==> config.mk <==
export PLATFORM = sky130hd
export DESIGN_NAME = sm_matrix_ctrl
export DESIGN_NICKNAME = d
export VERILOG_FILES = /design/src/rtl/sm_matrix_pkg.sv /design/src/rtl/sm_matrix_dot2.sv /design/src/rtl/sm_matrix_ctrl.sv
export SDC_FILE = /design/constraint.sdc
export NUM_CORES = 2
export LEC_CHECK = 0
export CAP_MARGIN = 20
export CELL_PAD_IN_SITES_DETAIL_PLACEMENT = 1
export CELL_PAD_IN_SITES_GLOBAL_PLACEMENT = 2
export CORE_UTILIZATION = 42
export DETAILED_ROUTE_END_ITERATION = 8
export GPL_ROUTABILITY_DRIVEN = 1
export PLACE_DENSITY_LB_ADDON = 0.15
export SETUP_SLACK_MARGIN = 0.2
export SLEW_MARGIN = 20
export SYNTH_ARGS = -nofsm -noshare
export SYNTH_HDL_FRONTEND = slang
export SYNTH_SLANG_ARGS = --single-unit
==> constraint.sdc <==
create_clock -name clk -period 17.1 [get_ports clk]
set_clock_uncertainty 0.05 [all_clocks]
set_input_delay 3.42 -clock clk [delete_from_list [all_inputs] [get_ports clk]]
set_output_delay 3.42 -clock clk [all_outputs]
set_load 0.01 [all_outputs]
==> src/rtl/sm_matrix_pkg.sv <==
// Shared types and constants for the 2x2 matrix-multiply RAM controller.
package sm_matrix_pkg;

    typedef enum logic [2:0] {IDLE, LOAD, WAIT, STORE, DONE} state_t;

    localparam int unsigned CSR_START_BIT = 0;
    localparam int unsigned CSR_CLR_BIT   = 1;
    localparam int unsigned CSR_DONE_BIT  = 0;
    localparam int unsigned CSR_BUSY_BIT  = 1;

    localparam logic [3:0] DEF_CSR_ADDR = 4'hF;
    localparam logic [3:0] DEF_A_BASE   = 4'h0;
    localparam logic [3:0] DEF_B_BASE   = 4'h4;
    localparam logic [3:0] DEF_C_BASE   = 4'h8;

endpackage

==> src/rtl/sm_matrix_dot2.sv <==
// Two-term dot product a0*b0 + a1*b1, wrapped to 32 bits.
module sm_matrix_dot2
    import sm_matrix_pkg::*;
(
    input  logic [31:0] a0,
    input  logic [31:0] b0,
    input  logic [31:0] a1,
    input  logic [31:0] b1,
    output logic [31:0] y
);

    assign y = a0 * b0 + a1 * b1;

endmodule

==> src/rtl/sm_matrix_ctrl.sv <==
// Arbitrates RAM port A between the system bus and a 2x2 matrix-multiply engine;
// the bus always wins, the engine retries on the next cycle.
module sm_matrix_ctrl
    import sm_matrix_pkg::*;
#(
    parameter int unsigned   AW       = 4,
    parameter logic [AW-1:0] CSR_ADDR = AW'(DEF_CSR_ADDR),
    parameter logic [AW-1:0] A_BASE   = AW'(DEF_A_BASE),
    parameter logic [AW-1:0] B_BASE   = AW'(DEF_B_BASE),
    parameter logic [AW-1:0] C_BASE   = AW'(DEF_C_BASE)
) (
    input  logic          clk,
    input  logic          rst_n,
    input  logic          bValid,
    input  logic [31:0]   bAddr,
    input  logic          bWrite,
    input  logic [31:0]   bWData,
    output logic [31:0]   bRData,
    output logic [AW-1:0] mAddr,
    output logic          mWrite,
    output logic [31:0]   mWData,
    input  logic [31:0]   mRData,
    output logic          busy,
    output logic          done
);

    state_t        state, stateNext;
    logic [AW-1:0] wordAddr, engAddr;
    logic          busRam, csrWrite, startCmd, clrCmd;
    logic          engReq, engWrite, grant;
    logic [2:0]    idx, capIdx;
    logic [1:0]    k;
    logic          capV, doneFlag, csrSel;
    logic [31:0]   csrWord, csrSnap, dotOut;
    logic [31:0]   opnd [8];
    logic          unusedAddrBits;

    assign wordAddr       = bAddr[AW-1:0];
    assign unusedAddrBits = ^bAddr[31:AW];
    assign busRam         = bValid && (wordAddr != CSR_ADDR);
    assign csrWrite       = bValid && bWrite && (wordAddr == CSR_ADDR);
    assign startCmd       = csrWrite && bWData[CSR_START_BIT] && (state == IDLE);
    assign clrCmd         = csrWrite && bWData[CSR_CLR_BIT];
    assign engReq         = (state == LOAD) || (state == STORE);
    assign grant          = engReq && !busRam;
    assign busy           = (state != IDLE);
    assign done           = doneFlag;

    always_ff @(posedge clk) begin
        if (!rst_n) state <= IDLE;
        else        state <= stateNext;
    end

    always_comb begin
        stateNext = state;
        engWrite  = 1'b0;
        engAddr   = '0;
        case (state)
            IDLE:  if (startCmd) stateNext = LOAD;
            LOAD: begin
                engAddr = idx[2] ? B_BASE + AW'(idx[1:0]) : A_BASE + AW'(idx[1:0]);
                if (grant && idx == 3'd7) stateNext = WAIT;
            end
            WAIT:  stateNext = STORE;
            STORE: begin
                engWrite = 1'b1;
                engAddr  = C_BASE + AW'(k);
                if (grant && k == 2'd3) stateNext = DONE;
            end
            DONE:  stateNext = IDLE;
            default: stateNext = IDLE;
        endcase
    end

    always_comb begin
        csrWord               = '0;
        csrWord[CSR_BUSY_BIT] = busy;
        csrWord[CSR_DONE_BIT] = doneFlag;
    end

    always_ff @(posedge clk) begin
        if (!rst_n) begin
            idx      <= '0;
            k        <= '0;
            capV     <= 1'b0;
            capIdx   <= '0;
            doneFlag <= 1'b0;
            csrSel   <= 1'b0;
            csrSnap  <= '0;
        end else begin
            // RAM q arrives one cycle after the granted read, so the slot index travels with it
            capV   <= (state == LOAD) && grant;
            capIdx <= idx;
            if (startCmd)                        idx <= '0;
            else if (state == LOAD && grant)     idx <= idx + 3'd1;
            if (state == WAIT)                   k <= '0;
            else if (state == STORE && grant)    k <= k + 2'd1;
            if (state == DONE)                   doneFlag <= 1'b1;
            else if (clrCmd || startCmd)         doneFlag <= 1'b0;
            if (bValid && !bWrite) begin
                csrSel  <= (wordAddr == CSR_ADDR);
                csrSnap <= csrWord;
            end
        end
    end

    always_ff @(posedge clk) begin
        if (capV) opnd[capIdx] <= mRData;
    end

    // k = {i, j}: row i of A (opnd 0..3) against column j of B (opnd 4..7)
    sm_matrix_dot2 uDot (
        .a0(opnd[{k[1], 1'b0}]),
        .b0(opnd[{2'b10, k[0]}]),
        .a1(opnd[{k[1], 1'b1}]),
        .b1(opnd[{2'b11, k[0]}]),
        .y (dotOut)
    );

    assign mAddr  = busRam ? wordAddr : engAddr;
    assign mWrite = busRam ? bWrite   : engWrite;
    assign mWData = busRam ? bWData   : dotOut;
    assign bRData = csrSel ? csrSnap  : mRData;

endmodule
==> impl_metrics.json <==
{
  "status": "complete, no violations",
  "drv_slew": 0,
  "cp_slowest_cell": "mux2i_2",
  "grt_pass1_vias": 33139,
  "required_ns": 13.63,
  "die_x_um": 319.6,
  "via_per_inst": 5.325,
  "r2r_end": "state[1]$_SDFFE_PN0P_",
  "routabilityCongestion": 0.8948,
  "grt_pass1_wl_um": 227200,
  "ant_nets": 0,
  "rows": 116,
  "max-slew-margin-rel": 0.1790,
  "antenna_found_initial": 8,
  "critPathKind": "flop to output port",
  "drt_iter0_markers": 2019,
  "synth.yosys.seq_area_share": 0.1900,
  "cts_inserted_buffers": 30,
  "maxCapViolCount": 0,
  "post_cts_buffers": 0,
  "insertion_delay_ns": 0.59,
  "async_reset_ff_frac": 0,
  "io_pins": 171,
  "finalHoldViolations": 0,
  "power_uw": 7710,
  "p_int_uw": 3792,
  "initial_core_util": 0.4237,
  "ys_ff_latch": 274,
  "post_drt_wl_per_cell_um": 27.33,
  "synth_fp_nets": 5430,
  "synth_edf_count": 256,
  "synth_cells": 4202,
  "portBuffers": 142,
  "cts-root-buf": "clkbuf_16",
  "postCtsResizedCells": 0,
  "grt_overflow": 0,
  "layout_setup_ws_ns": 2.050,
  "syn_area_mm2": 0.04237,
  "fill_cells": 11079,
  "finalCritPeriodShare": 0.8801,
  "startpoint_type": "flop",
  "final_nets": 5557,
  "ir_worst_vdd_mv": 0.3328,
  "p_sw_uw": 3918,
  "holdPathStages": 2,
  "combPwrFrac": 0.814,
  "grt_usage": 0.3102,
  "period_needed_ns": 15.05,
  "first_pass_iters": 4,
  "setup_viol": 0,
  "holdPathEnd": "csrSnap[1]$_SDFFE_PN0P_",
  "regToRegStartpoint": "idx[0]$_SDFFE_PP0P_",
  "cts_tree": "yes",
  "coreArea_mm2": 0.1000,
  "hpwl_um": 125300,
  "switching_share": 0.5082,
  "dp_cells": 5595,
  "synth_area_per_cell_um2": 10.08,
  "fmax_mhz": 66.45,
  "worst_ep_arrival_time_ns": 11.58,
  "critPathMaxFanout": 39,
  "cts_num_sinks": 274,
  "pre_cts_ws_ns": 2.733,
  "totalWireLength_um": 154500,
  "synth_flop_cell": "edfxtp_1",
  "yosysUniqueCellTypes": 55,
  "crit_path_end_kind": "output port",
  "power.share.clock": 0.090,
  "path_common_cell": "fa_1",
  "via_count": 30109,
  "p_leak_uw": 0.02154,
  "yosys_warnings": 0,
  "r2r_cells": 8,
  "dieArea_mm2": 0.1021,
  "area_growth_pct": 10.30,
  "final_cell_count_no_fill": 5654,
  "tns_ns": 0,
  "htreeDepth": 1,
  "min-delay-start": "csrSnap[1]$_SDFFE_PN0P_",
  "power_density_mw_per_mm2": 165.0,
  "slowest_delay_ns": 1.02,
  "die_h_um": 319.6,
  "hold_buffers": 0,
  "drive_gt1_frac": 0.07076,
  "clock_path_buffers": 3,
  "grt_max_degree": 48,
  "drcViolationCount": 0,
  "regToRegSetupSlack_ns": 15.11,
  "pwr-share-seq": 0.096,
  "max_slew.worst_pin.slew_ns": 1.197,
  "holdCritPathClass": "flop to flop",
  "cts.clk_slew.worst_paths_ns": 0.06,
  "rsz0062_at_grt": "no"
}
## placed cells by master, fill, tap and decap left out, types with 4 or more instances in the layout
master,synthesis,final
mux2i_4,0,5
nand4_1,6,6
edfxtp_1,256,256
clkbuf_16,0,32
dfxtp_1,18,15
clkbuf_1,109,5
o21a_1,4,4
mux2_2,104,104
xnor2_1,112,112
o21bai_1,4,4
a21oi_1,36,36
nand2_1,496,496
o31ai_1,5,5
nor2_4,0,6
or2_2,8,8
nor2_1,629,623
inv_6,0,5
a211oi_1,10,10
nand2b_1,14,14
ha_1,258,258
nand3_1,5,5
buf_4,3,85
mux2i_2,12,34
clkinv_2,0,4
inv_1,933,933
a21o_1,16,16
mux2_4,6,6
nor3_1,11,9
clkdlybuf4s50_1,0,142
fa_1,870,870
o21ai_0,28,28
nor2b_1,37,37
xnor3_1,8,8
mux2i_1,110,83
xor2_1,17,17
and2_1,22,21
## worst max-delay path, delay by kind of cell, from the launching register on
kind	cells	cell delay, ns
compound gates	3	1.18
fa+ha+maj	11	5.47
buf+inv	6	1.42
flops	1	0.84
mux	1	1.02
simple gates	5	1.00
## power by group through the flow
| stage | clock, uW | sequential [uW] | combinational (uW) |
|---|---|---|---|
| 2_1_floorplan | 0 | 753 | 3760 |
| 3_3_place_gp | 0 | 755 | 6310 |
| 3_5_place_dp | 0 | 755 | 6320 |
| 4_1_cts | 701 | 740 | 6380 |
| 5_1_grt | 722 | 741 | 6870 |
| 6_report | 694 | 740 | 6280 |
## stage by stage
stage / util / hold slack, ns / instance area [um2]
after detailed placement: 0.4569 / 0.4547 / 45690
after global routing: 0.4672 / 0.5030 / 46720
after global placement: 0.4568 / 0.4481 / 45680
after floorplan: - / 0.4284 / 42370
final: 0.4673 / 0.4702 / 46730
after CTS: 0.4672 / 0.4735 / 46720
## layer usage
layer / track usage / vias up / share of wire
li1: - / 12817 / -
met3: 0.03692 / 184 / 0.060
met5: 0 / - / 0.000084
met1: 0.4219 / 16187 / 0.42
met4: 0.08600 / 2 / 0.031
met2: 0.5229 / 919 / 0.49
## registers in the layout, summed over array words and instances, names as in the netlist, named ones only
register	flops
idx	3
csrSel	1
k	2
capV	1
opnd	256
state	3
done	1
capIdx	3
csrSnap	2
## how the worst max path moves through the flow
stage / start / endpoint / slack, ns / cells past startpoint
detailed placement: flop / mWData[31] / 2.73 / 29
floorplan: flop / mWData[31] / 3.92 / 33
global placement: flop / mWData[31] / 2.73 / 29
global route: flop / mWData[31] / 1.62 / 29
CTS: flop / mWData[31] / 2.07 / 29
finish: flop / mWData[24] / 2.05 / 26
## area by class of cell
type | count | area (um2) | share of cell area
inverter | 933 | 3502 | 0.07494
sequential | 274 | 8056 | 0.1724
clock buffer | 39 | 847.1 | 0.01813
antenna | 3 | 7.507 | 0.0001606
timing repair buffer | 229 | 2100 | 0.04493
multi-input combinational | 2861 | 30410 | 0.6507
clock inverter | 17 | 188.9 | 0.004043
tap | 1298 | 1624 | 0.03475
## cell families after synthesis
kind of cell	count (synthesis)	share of synthesized area
flops	274	0.1900
compound gates	120	0.01766
xor+xnor	138	0.03130
simple gates	1243	0.1170
mux	232	0.05966
fa+ha+maj	1128	0.4873
buf+inv	1067	0.09710
## synth_stat cells, drive strengths merged (3+ instances only)
| master | instances | area share |
|---|---|---|
| mux2 | 110 | 0.030 |
| o21bai | 4 | 0.00071 |
| a21oi | 36 | 0.0043 |
| or2 | 8 | 0.0012 |
| xnor2 | 113 | 0.024 |
| ha | 258 | 0.076 |
| nand2 | 496 | 0.044 |
| dfxtp | 18 | 0.0085 |
| o21a | 4 | 0.00071 |
| o211ai | 3 | 0.00053 |
| xnor3 | 8 | 0.0043 |
| nor2b | 37 | 0.0055 |
| nor3 | 11 | 0.0013 |
| mux2i | 122 | 0.030 |
| inv | 933 | 0.083 |
| xor2 | 17 | 0.0035 |
| nor2 | 630 | 0.056 |
| and2 | 22 | 0.0032 |
| o21ai | 28 | 0.0033 |
| fa | 870 | 0.41 |
| buf | 25 | 0.0048 |
| a21o | 16 | 0.0028 |
| nand4 | 6 | 0.00089 |
| o31ai | 5 | 0.00089 |
| a211oi | 10 | 0.0018 |
| edfxtp | 256 | 0.18 |
| clkbuf | 109 | 0.0097 |
| nand2b | 14 | 0.0021 |
| nand3 | 5 | 0.00059 |
No activity file was read; power rests on OpenSTA's default activity.
